===== src/rtl/motor_pwm_ramp_multi.sv =====
// Multi-channel H-bridge PWM: one shared period counter, per-channel slew-limited duty
// ramping with a coast dead-time on direction reversal. Targets arrive over valid/ready.
module motor_pwm_ramp_multi #(
    parameter int N_CH       = 2,
    parameter int CNT_W      = 16,
    parameter int DEF_PERIOD = 10000,
    parameter int RAMP_W     = 8,
    parameter int DEAD_PER   = 2,
    localparam int CH_W      = (N_CH > 1) ? $clog2(N_CH) : 1
) (
    input  logic              clk,
    input  logic              rst,
    input  logic              en,
    input  logic [CNT_W-1:0]  period,
    input  logic [RAMP_W-1:0] ramp_step,
    input  logic              cmd_valid,
    output logic              cmd_ready,
    input  logic [CH_W-1:0]   cmd_ch,
    input  logic              cmd_dir,
    input  logic [CNT_W-1:0]  cmd_duty,
    output logic [N_CH-1:0]   pwm_a,
    output logic [N_CH-1:0]   pwm_b,
    output logic [N_CH-1:0]   at_target,
    output logic              period_tick,
    output logic [CNT_W-1:0]  cnt
);

    localparam int DW = (DEAD_PER > 0) ? $clog2(DEAD_PER + 1) : 1;

    typedef enum logic [1:0] {ST_RUN, ST_DECEL, ST_DEAD} ch_state_t;

    logic [CNT_W-1:0] cnt_reg;
    logic [CNT_W-1:0] period_q;
    logic             period_tick_reg;
    logic             cmd_ready_reg;
    logic             boundary;

    assign boundary    = en && (cnt_reg == period_q - CNT_W'(1));
    assign cnt         = cnt_reg;
    assign period_tick = period_tick_reg;
    assign cmd_ready   = cmd_ready_reg;

    // Move cur toward tgt by at most step, never overshooting; step 0 jumps straight to tgt.
    function automatic logic [CNT_W-1:0] ramp_toward(input logic [CNT_W-1:0] cur,
                                                     input logic [CNT_W-1:0] tgt,
                                                     input logic [RAMP_W-1:0] step);
        logic [CNT_W:0] c, t, s, r;
        c = {1'b0, cur};
        t = {1'b0, tgt};
        s = (CNT_W+1)'(step);
        r = t;
        if (step != '0) begin
            if (c < t)
                r = (c + s < t) ? c + s : t;
            else if (c > t + s)
                r = c - s;
        end
        return r[CNT_W-1:0];
    endfunction

    function automatic logic [CNT_W-1:0] ramp_down(input logic [CNT_W-1:0] cur,
                                                   input logic [RAMP_W-1:0] step);
        logic [CNT_W:0] c, s, r;
        c = {1'b0, cur};
        s = (CNT_W+1)'(step);
        r = (step == '0 || c <= s) ? '0 : c - s;
        return r[CNT_W-1:0];
    endfunction

    always_ff @(posedge clk or posedge rst) begin
        if (rst) begin
            cnt_reg         <= '0;
            period_q        <= CNT_W'(DEF_PERIOD);
            period_tick_reg <= 1'b0;
            cmd_ready_reg   <= 1'b0;
        end else begin
            cmd_ready_reg <= 1'b1;
            if (!en) begin
                cnt_reg         <= '0;
                period_tick_reg <= 1'b0;
            end else begin
                period_tick_reg <= boundary;
                if (boundary) begin
                    cnt_reg  <= '0;
                    period_q <= (period < CNT_W'(2)) ? CNT_W'(2) : period;
                end else begin
                    cnt_reg <= cnt_reg + CNT_W'(1);
                end
            end
        end
    end

    for (genvar gi = 0; gi < N_CH; gi++) begin : g_ch
        logic             tgt_dir_reg, cur_dir_reg;
        logic [CNT_W-1:0] tgt_duty_reg, cur_duty_reg;
        ch_state_t        state_reg;
        logic [DW-1:0]    dead_cnt_reg;
        logic             pwm_a_reg, pwm_b_reg, at_target_reg;
        logic             wr, on;
        logic [CNT_W-1:0] duty_eff, ramp_val, restart_val, decel_val;

        assign wr          = cmd_valid && cmd_ready_reg && (cmd_ch == CH_W'(gi));
        assign duty_eff    = (cur_duty_reg < period_q) ? cur_duty_reg : period_q;
        assign on          = cnt_reg < duty_eff;
        assign ramp_val    = ramp_toward(cur_duty_reg, tgt_duty_reg, ramp_step);
        assign restart_val = ramp_toward('0, tgt_duty_reg, ramp_step);
        assign decel_val   = ramp_down(cur_duty_reg, ramp_step);

        assign pwm_a[gi]     = pwm_a_reg;
        assign pwm_b[gi]     = pwm_b_reg;
        assign at_target[gi] = at_target_reg;

        always_ff @(posedge clk or posedge rst) begin
            if (rst) begin
                tgt_dir_reg   <= 1'b1;
                tgt_duty_reg  <= '0;
                cur_dir_reg   <= 1'b1;
                cur_duty_reg  <= '0;
                state_reg     <= ST_RUN;
                dead_cnt_reg  <= '0;
                pwm_a_reg     <= 1'b0;
                pwm_b_reg     <= 1'b0;
                at_target_reg <= 1'b0;
            end else begin
                if (wr) begin
                    tgt_dir_reg  <= cmd_dir;
                    tgt_duty_reg <= cmd_duty;
                end
                at_target_reg <= (state_reg == ST_RUN) && (cur_dir_reg == tgt_dir_reg)
                                 && (cur_duty_reg == tgt_duty_reg);
                if (!en) begin
                    cur_duty_reg <= '0;
                    cur_dir_reg  <= tgt_dir_reg;
                    state_reg    <= ST_RUN;
                    dead_cnt_reg <= '0;
                    pwm_a_reg    <= 1'b0;
                    pwm_b_reg    <= 1'b0;
                end else begin
                    pwm_a_reg <= on && cur_dir_reg && (state_reg != ST_DEAD);
                    pwm_b_reg <= on && !cur_dir_reg && (state_reg != ST_DEAD);
                    if (boundary) begin
                        case (state_reg)
                            ST_RUN: begin
                                if (tgt_dir_reg == cur_dir_reg) begin
                                    cur_duty_reg <= ramp_val;
                                end else if (cur_duty_reg != '0) begin
                                    state_reg <= ST_DECEL;
                                end else if (DEAD_PER == 0) begin
                                    cur_dir_reg <= tgt_dir_reg;
                                end else begin
                                    state_reg    <= ST_DEAD;
                                    dead_cnt_reg <= DW'(DEAD_PER);
                                end
                            end
                            ST_DECEL: begin
                                if (tgt_dir_reg == cur_dir_reg) begin
                                    state_reg <= ST_RUN;
                                end else begin
                                    cur_duty_reg <= decel_val;
                                    if (decel_val == '0) begin
                                        state_reg    <= ST_DEAD;
                                        dead_cnt_reg <= DW'(DEAD_PER);
                                    end
                                end
                            end
                            ST_DEAD: begin
                                // Last dead boundary: flip and start ramping in the new
                                // direction so exactly DEAD_PER periods are coasted.
                                if (dead_cnt_reg <= DW'(1)) begin
                                    cur_dir_reg  <= tgt_dir_reg;
                                    cur_duty_reg <= restart_val;
                                    state_reg    <= ST_RUN;
                                    dead_cnt_reg <= '0;
                                end else begin
                                    dead_cnt_reg <= dead_cnt_reg - DW'(1);
                                end
                            end
                            default: state_reg <= ST_RUN;
                        endcase
                    end
                end
            end
        end
    end

endmodule


===== config.mk =====
export PLATFORM = sky130hd
export DESIGN_NAME = motor_pwm_ramp_multi
export DESIGN_NICKNAME = d
export VERILOG_FILES = /design/src/rtl/motor_pwm_ramp_multi.sv
export SDC_FILE = /design/constraint.sdc
export NUM_CORES = 1
export LEC_CHECK = 0
export CORE_ASPECT_RATIO = 1.2
export CORE_UTILIZATION = 63
export CTS_CLUSTER_DIAMETER = 120
export DETAILED_ROUTE_END_ITERATION = 12
export PLACE_DENSITY_LB_ADDON = 0.3
export SLEW_MARGIN = 40
export SYNTH_ARGS = -nofsm -noshare
export SYNTH_HDL_FRONTEND = slang
export SYNTH_SLANG_ARGS = --single-unit

===== constraint.sdc =====
create_clock -name clk -period 5.2 [get_ports clk]
set_input_delay 0.52 -clock clk [delete_from_list [all_inputs] [get_ports clk]]
set_output_delay 0.52 -clock clk [all_outputs]
set_load 0.02 [all_outputs]

# Yosys cells after proc, flatten, opt, wreduce, memory -nomap -nowiden
# Cells that the tools add are included.
[classes]
n_addsub = 11
n_mux = 78
eq_ne = 34
reduce_logical = 37
n_bitwise = 1
magnitude_cmp = 21
[op_table]
columns = ["op", "n"]
rows = [
  ["two-way mux 16 bit", 33],
  ["< comparator 16 bit", 6],
  ["case mux 16 bit (3 select lines)", 2],
  ["adder 16 x 8 -> 17 bit", 4],
  ["two-way mux 2 bit", 26],
  ["== test 16 bit", 3],
  ["> comparator 1 x 17 -> 1 bit, first input constant", 2],
  ["> comparator 16 x 17 -> 1 bit", 2],
  ["< comparator 17 x 16 -> 1 bit", 2],
  ["less-or-equal comparator 16 x 8 -> 1 bit", 2],
  ["logical NOT 16 bit", 2],
  ["< comparator 1 x 16 -> 1 bit, first input constant", 2],
  ["< comparator 8 x 16 -> 1 bit", 2],
  ["nonzero test 16 bit", 2],
  ["subtractor 16 x 8 -> 16 bit", 2],
  ["!= test 3 bit, second input constant", 10],
  ["case mux 2 bit (3 select lines)", 4],
  ["adder 16 x 1 -> 16 bit, second input constant", 1],
  ["logical AND 1 bit", 16],
  ["< comparator 16 x 2 -> 1 bit, second input constant", 1],
  ["subtractor 16 x 1 -> 16 bit, second input constant", 1],
  ["two-way mux 1 bit", 13],
  ["AND reduction 6 bit", 2],
  ["!= test 2 x 1 -> 1 bit, second input constant", 5],
  ["20 further kinds", 37],
]
[totals]
inputBits = 46
reg_bits = 116
word_cells = 204
output_inout_bits = 24

# Longest topological paths before layout
[depth]
depth_word = 9
ltp_mapped = 21
depth_no_buf = 19

# Least setup slack after synthesis
# No wires, ideal clock.
[synth_timing]
kind = "input-to-reg"
from = "in ramp_step[5]"
to = "reg g_ch[1].cur_duty_reg[11]"
path_slack_ns = 0.752
arrival_ns = 4.338
path_buffers = 2
setup_time_ns = 0.110
cell_stages = 17
t_required_ns = 5.090
path_cell_list = "ha_1 or4_1 or2_2 o221ai_1 nor2_1 xor2_1 ha_1 a2111oi_0 o21ai_0 o21ai_0 o211ai_1 or2_2 clkbuf_1 a21oi_1 buf_2 nor3_1 o41ai_1"
[synth_via]
elab_chain_len = 9
word_cells_on_any_way = 27
cone_classes = "4 x add/sub; 5 x order compare; 15 x mux; 3 x reduce/logical"
[synth_lines]
columns = ["item", "line", "text"]
rows = [
  ["start, declared", "15", "input logic [RAMP_W-1:0] ramp_step,"],
  ["adder 16 x 8 -> 17 bit (on tied branches)", "55, 54", ""],
  ["> comparator 1 x 17 -> 1 bit, or another cell as far along", "55", "else if (c > t + s)"],
  ["two-way mux 16 bit (on tied branches)", "55, 54", ""],
  ["two-way mux 16 bit", "53", "if (c < t)"],
  ["two-way mux 16 bit", "52", "if (step != '0) begin"],
  ["two-way mux 16 bit (on tied branches)", "169, 144", ""],
  ["case mux 16 bit (3 select lines) *", "142", "case (state_reg)"],
  ["two-way mux 16 bit *", "141", "if (boundary) begin"],
  ["two-way mux 16 bit *", "131", "if (!en) begin"],
  ["end signal, assigned", "145", "cur_duty_reg <= ramp_val;"],
  ["end signal, assigned", "159", "cur_duty_reg <= decel_val;"],
  ["end signal, assigned", "171", "cur_duty_reg <= restart_val;"],
  ["end, declared", "95", "logic [CNT_W-1:0] tgt_duty_reg, cur_duty_reg;"],
]
# Every way passes the cells marked *; elsewhere a longest branch is shown, timed or not. The select of a mux whose other input is x is not followed.
# A chain may end at the register's enable or synchronous reset.

# Final worst setup path
[layout_timing]
from = "in ramp_step[6]"
to = "reg g_ch[1].cur_duty_reg[3]"
[layout_via]
elab_chain_len = 9
word_cells_on_any_way = 25
cone_classes = "2 x add/sub; 5 x order compare; 15 x mux; 3 x reduce/logical"
[layout_lines]
columns = ["item", "line"]
rows = [
  ["adder 16 x 8 -> 17 bit (on tied branches)", "--"],
  ["> comparator 1 x 17 -> 1 bit, or another cell as far along", "55"],
  ["two-way mux 16 bit (on tied branches)", "55, 54"],
  ["two-way mux 16 bit", "53"],
  ["two-way mux 16 bit", "52"],
  ["two-way mux 16 bit (on tied branches)", "169, 144"],
  ["case mux 16 bit (3 select lines) *", "142"],
  ["two-way mux 16 bit *", "141"],
  ["two-way mux 16 bit *", "131"],
]
# Marks and branches as above.

==> flow_metrics.env <==
export IMPL_status="finished, final reports clean"
export IMPL_rsz0062_at_grt="no"
export IMPL_dp_hpwl_mm=42.6
export IMPL_cts_tree="done"
export IMPL_grt_start_max_net_pins=43
export IMPL_p_leak_nw=7.78
export IMPL_initial_core_util=0.648
export IMPL_setup_viol_count_final=0
export IMPL_rr_startpoint="g_ch[0].tgt_duty_reg[1]"
export IMPL_clockBufferDepth=2
export IMPL_r2r_end="g_ch[0].cur_duty_reg[4]"
export IMPL_critPathLaunch="ramp_step[6]"
export IMPL_ant_nets=0
export IMPL_cpMaxStageDelayCell="clkdlybuf4s50_1"
export IMPL_clock_sinks=116
export IMPL_slowest_delay_ps=580
export IMPL_worst_slack_ps=250
export IMPL_post_dp_cell_area_sq_um=16100
export IMPL_first_pass_iters=7
export IMPL_crit_end="g_ch[1].cur_duty_reg[3]"
export IMPL_end_kind="flop"
export IMPL_gp_congestion=1.07
export IMPL_clk_pin_slew_ps=60
export IMPL_maxSlewHeadroom=0.368
export IMPL_area_delta_synth_final_pct=13.9
export IMPL_yosysWarnings=0
export IMPL_root_buffer="clkbuf_16"
export IMPL_io_pins=70
export IMPL_yosys_area_top_type="ha_1"
export IMPL_grt_ovfl_total=0
export IMPL_drtIter0Drc=1743
export IMPL_cp_cell_sequence="clkdlybuf4s50_1, ha_1, or4_1, or2_2, o221ai_1, nor2_1, xor2_1, ha_1, a2111oi_0, o21ai_0, o21ai_0, o211ai_1, buf_4, or3_1, o221ai_1, o31ai_1"
export IMPL_cts_buffers=17
export IMPL_drive_gt1_frac=0.114
export IMPL_dieArea_sq_um=23800
export IMPL_diodes=0
export IMPL_worstPathMaxFanout=8
export IMPL_final_fill_count=1727
export IMPL_seqPwrFrac=0.327
export IMPL_io_buffer_count=69
export IMPL_htreeDepth=4
export IMPL_fmax_ghz=0.202
export IMPL_cts_hold_buf=0
export IMPL_tightest_slew_ps=945
export IMPL_total_power_mw=3.38
export IMPL_post_route_drc_count=0
export IMPL_dp_cells=2163
export IMPL_critPathRequiredTime_ps=5510
export IMPL_async_flop_share=1.00
export IMPL_arrival_ps=5260
export IMPL_pwr_share_comb=0.311
export IMPL_r2r_cells=20
export IMPL_ys_seq_elements=116
export IMPL_power_frac_clock=0.362
export IMPL_power_density_nw_per_um2=203
export IMPL_wl_per_cell_um=25.6
export IMPL_holdWs_ps=488
export IMPL_cts_setup_buffers=0
export IMPL_syn_instance_count=1779
export IMPL_synth_edff_count=0
export IMPL_final_cell_mix="ha_1 (226), nor2_1 (132), inv_1 (116)"
export IMPL_avgSynthCellArea_sq_um=8.23
export IMPL_cap_viol_max_count=0
export IMPL_final_common_cell="ha_1"
export IMPL_dr_total_vias=15700
export IMPL_finalCritPeriodShare=0.952
export IMPL_fin_nets=2151
export IMPL_grt_pass1_wl_mm=86.0
export IMPL_min_path_type="input port to asynchronous set/reset pin"
export IMPL_dp_worst_setup_slack_ps=-189
export IMPL_grt_pass1_vias=15500
export IMPL_cts_resized=0
export IMPL_synth_fp_nets=2058
export IMPL_switching_share=0.376
export IMPL_netlist_top_cells_area="ha_1 (19%), dfrtp_1 (18%), xnor2_1 (3.9%)"
export IMPL_die_y_um=169
export IMPL_gr_usage_all_layers=0.476
export IMPL_wl_mm=56.2
export IMPL_hold_violations=0
export IMPL_final_setup_tns_ps=0
export IMPL_via_per_inst=7.16
export IMPL_critPathKind="input port to flop"
export IMPL_core_area_sq_um=22600
export IMPL_ir_drop_uv=193
export IMPL_antenna_found_initial=0
export IMPL_netlist_area_leader_share=0.194
export IMPL_stdcell_count=2195
export IMPL_die_w_um=141
export IMPL_p_int_mw=2.11
export IMPL_yosysSeqAreaShare=0.199
export IMPL_finalInstanceArea_sq_um=16700
export IMPL_clk_latency_ps=450
export IMPL_syn_area_sq_um=14600
export IMPL_ys_flop_type="dfrtp_1"
export IMPL_fin_worst_skew_ps=15.3
export IMPL_yosysUniqueCellTypes=92
export IMPL_slew_violations=0
export IMPL_fin_util=0.738
export IMPL_row_count=60
export IMPL_switching_power_mw=1.27
export IMPL_setup_worst_path_start_class="input port"
export IMPL_ff2ff_setup_slack_ps=280
export IMPL_period_minus_slack_ps=4950
logic make-up (layout without fill, tap and decap cells):
logic type / count (synthesis) / count (layout) / synth area share
xor+xnor: 105 / 105 / 0.0628
simple gates: 574 / 574 / 0.200
other cells: 1 / 1 / 0.000256
compound gates: 470 / 470 / 0.226
fa+ha+maj: 233 / 233 / 0.202
buf+inv: 206 / 312 / 0.0564
mux: 74 / 74 / 0.0538
flops: 116 / 116 / 0.199
critical path: cells and delay by family:
kind | cells | cell delay [ps]
and+or+nand+nor | 4 | 1450
AOI/OAI and AO/OA | 7 | 1810
adders and majority gates | 2 | 550
xor gates and xnor gates | 1 | 180
buffers and inverters | 2 | 750
power by group through the flow:
| stage | Clock (mW) | Sequential (mW) | Combinational [mW] |
|---|---|---|---|
| 6_report | 1.23 | 1.11 | 1.05 |
| 5_1_grt | 1.26 | 1.11 | 1.15 |
| 4_1_cts | 1.23 | 1.09 | 1.02 |
| 3_5_place_dp | 0 | 1.11 | 1.01 |
| 3_3_place_gp | 0 | 1.11 | 0.977 |
| 2_1_floorplan | 0 | 1.04 | 0.701 |
cell usage after synthesis (11+ instances only):
cell / number
o211ai_1: 14
clkbuf_1: 65
nor2_1: 132
nand3_1: 55
nand2_1: 114
dfrtp_1: 107
a21oi_1: 90
nor4_1: 34
o21ai_0: 92
nor3_1: 58
and3_1: 20
ha_1: 227
nor2b_1: 15
o41ai_1: 11
o221ai_1: 15
or2_2: 14
nand4_1: 47
a21o_1: 39
a221oi_1: 11
xnor2_1: 65
a31oi_1: 16
mux2_2: 36
a221o_1: 11
a211oi_1: 25
o21a_1: 12
nand2b_1: 30
inv_1: 117
o31ai_1: 19
xor2_1: 40
mux2i_1: 37
final cells by class:
class,count,area (sq um),area share
clock inverters,14,154,0.00923
clock buffers,18,429,0.0257
well taps,310,388,0.0233
multi-input cells,1457,10900,0.656
inverters,118,447,0.0268
repair buffers,162,1400,0.0838
flip-flops and latches,116,2910,0.175
worst min-delay path by stage:
| stage | start | end | slack (ps) | cells past startpoint |
|---|---|---|---|---|
| finish | rst | cnt[6] | 490 | 2 |
| global route | g_ch[1].cur_dir_reg | g_ch[1].pwm_b_reg | 530 | 1 |
| CTS | rst | g_ch[0].tgt_duty_reg[15] | 510 | 2 |
| detailed placement | g_ch[1].cur_dir_reg | g_ch[1].pwm_b_reg | 510 | 1 |
| global placement | g_ch[1].cur_dir_reg | g_ch[1].pwm_b_reg | 510 | 1 |
| floorplan | g_ch[1].dead_cnt_reg[0] | g_ch[1].dead_cnt_reg[0] | 490 | 1 |
per-layer routing:
metal | vias to the layer above | GRT usage | routed length [um]
met5 | - | 0 | 0
met1 | 7404 | 0.557 | 19900
met4 | 0 | 0.331 | 4500
li1 | 6811 | - | -
met3 | 345 | 0.128 | 7140
met2 | 1159 | 0.756 | 24700
Power figures use the tool's default switching activity.
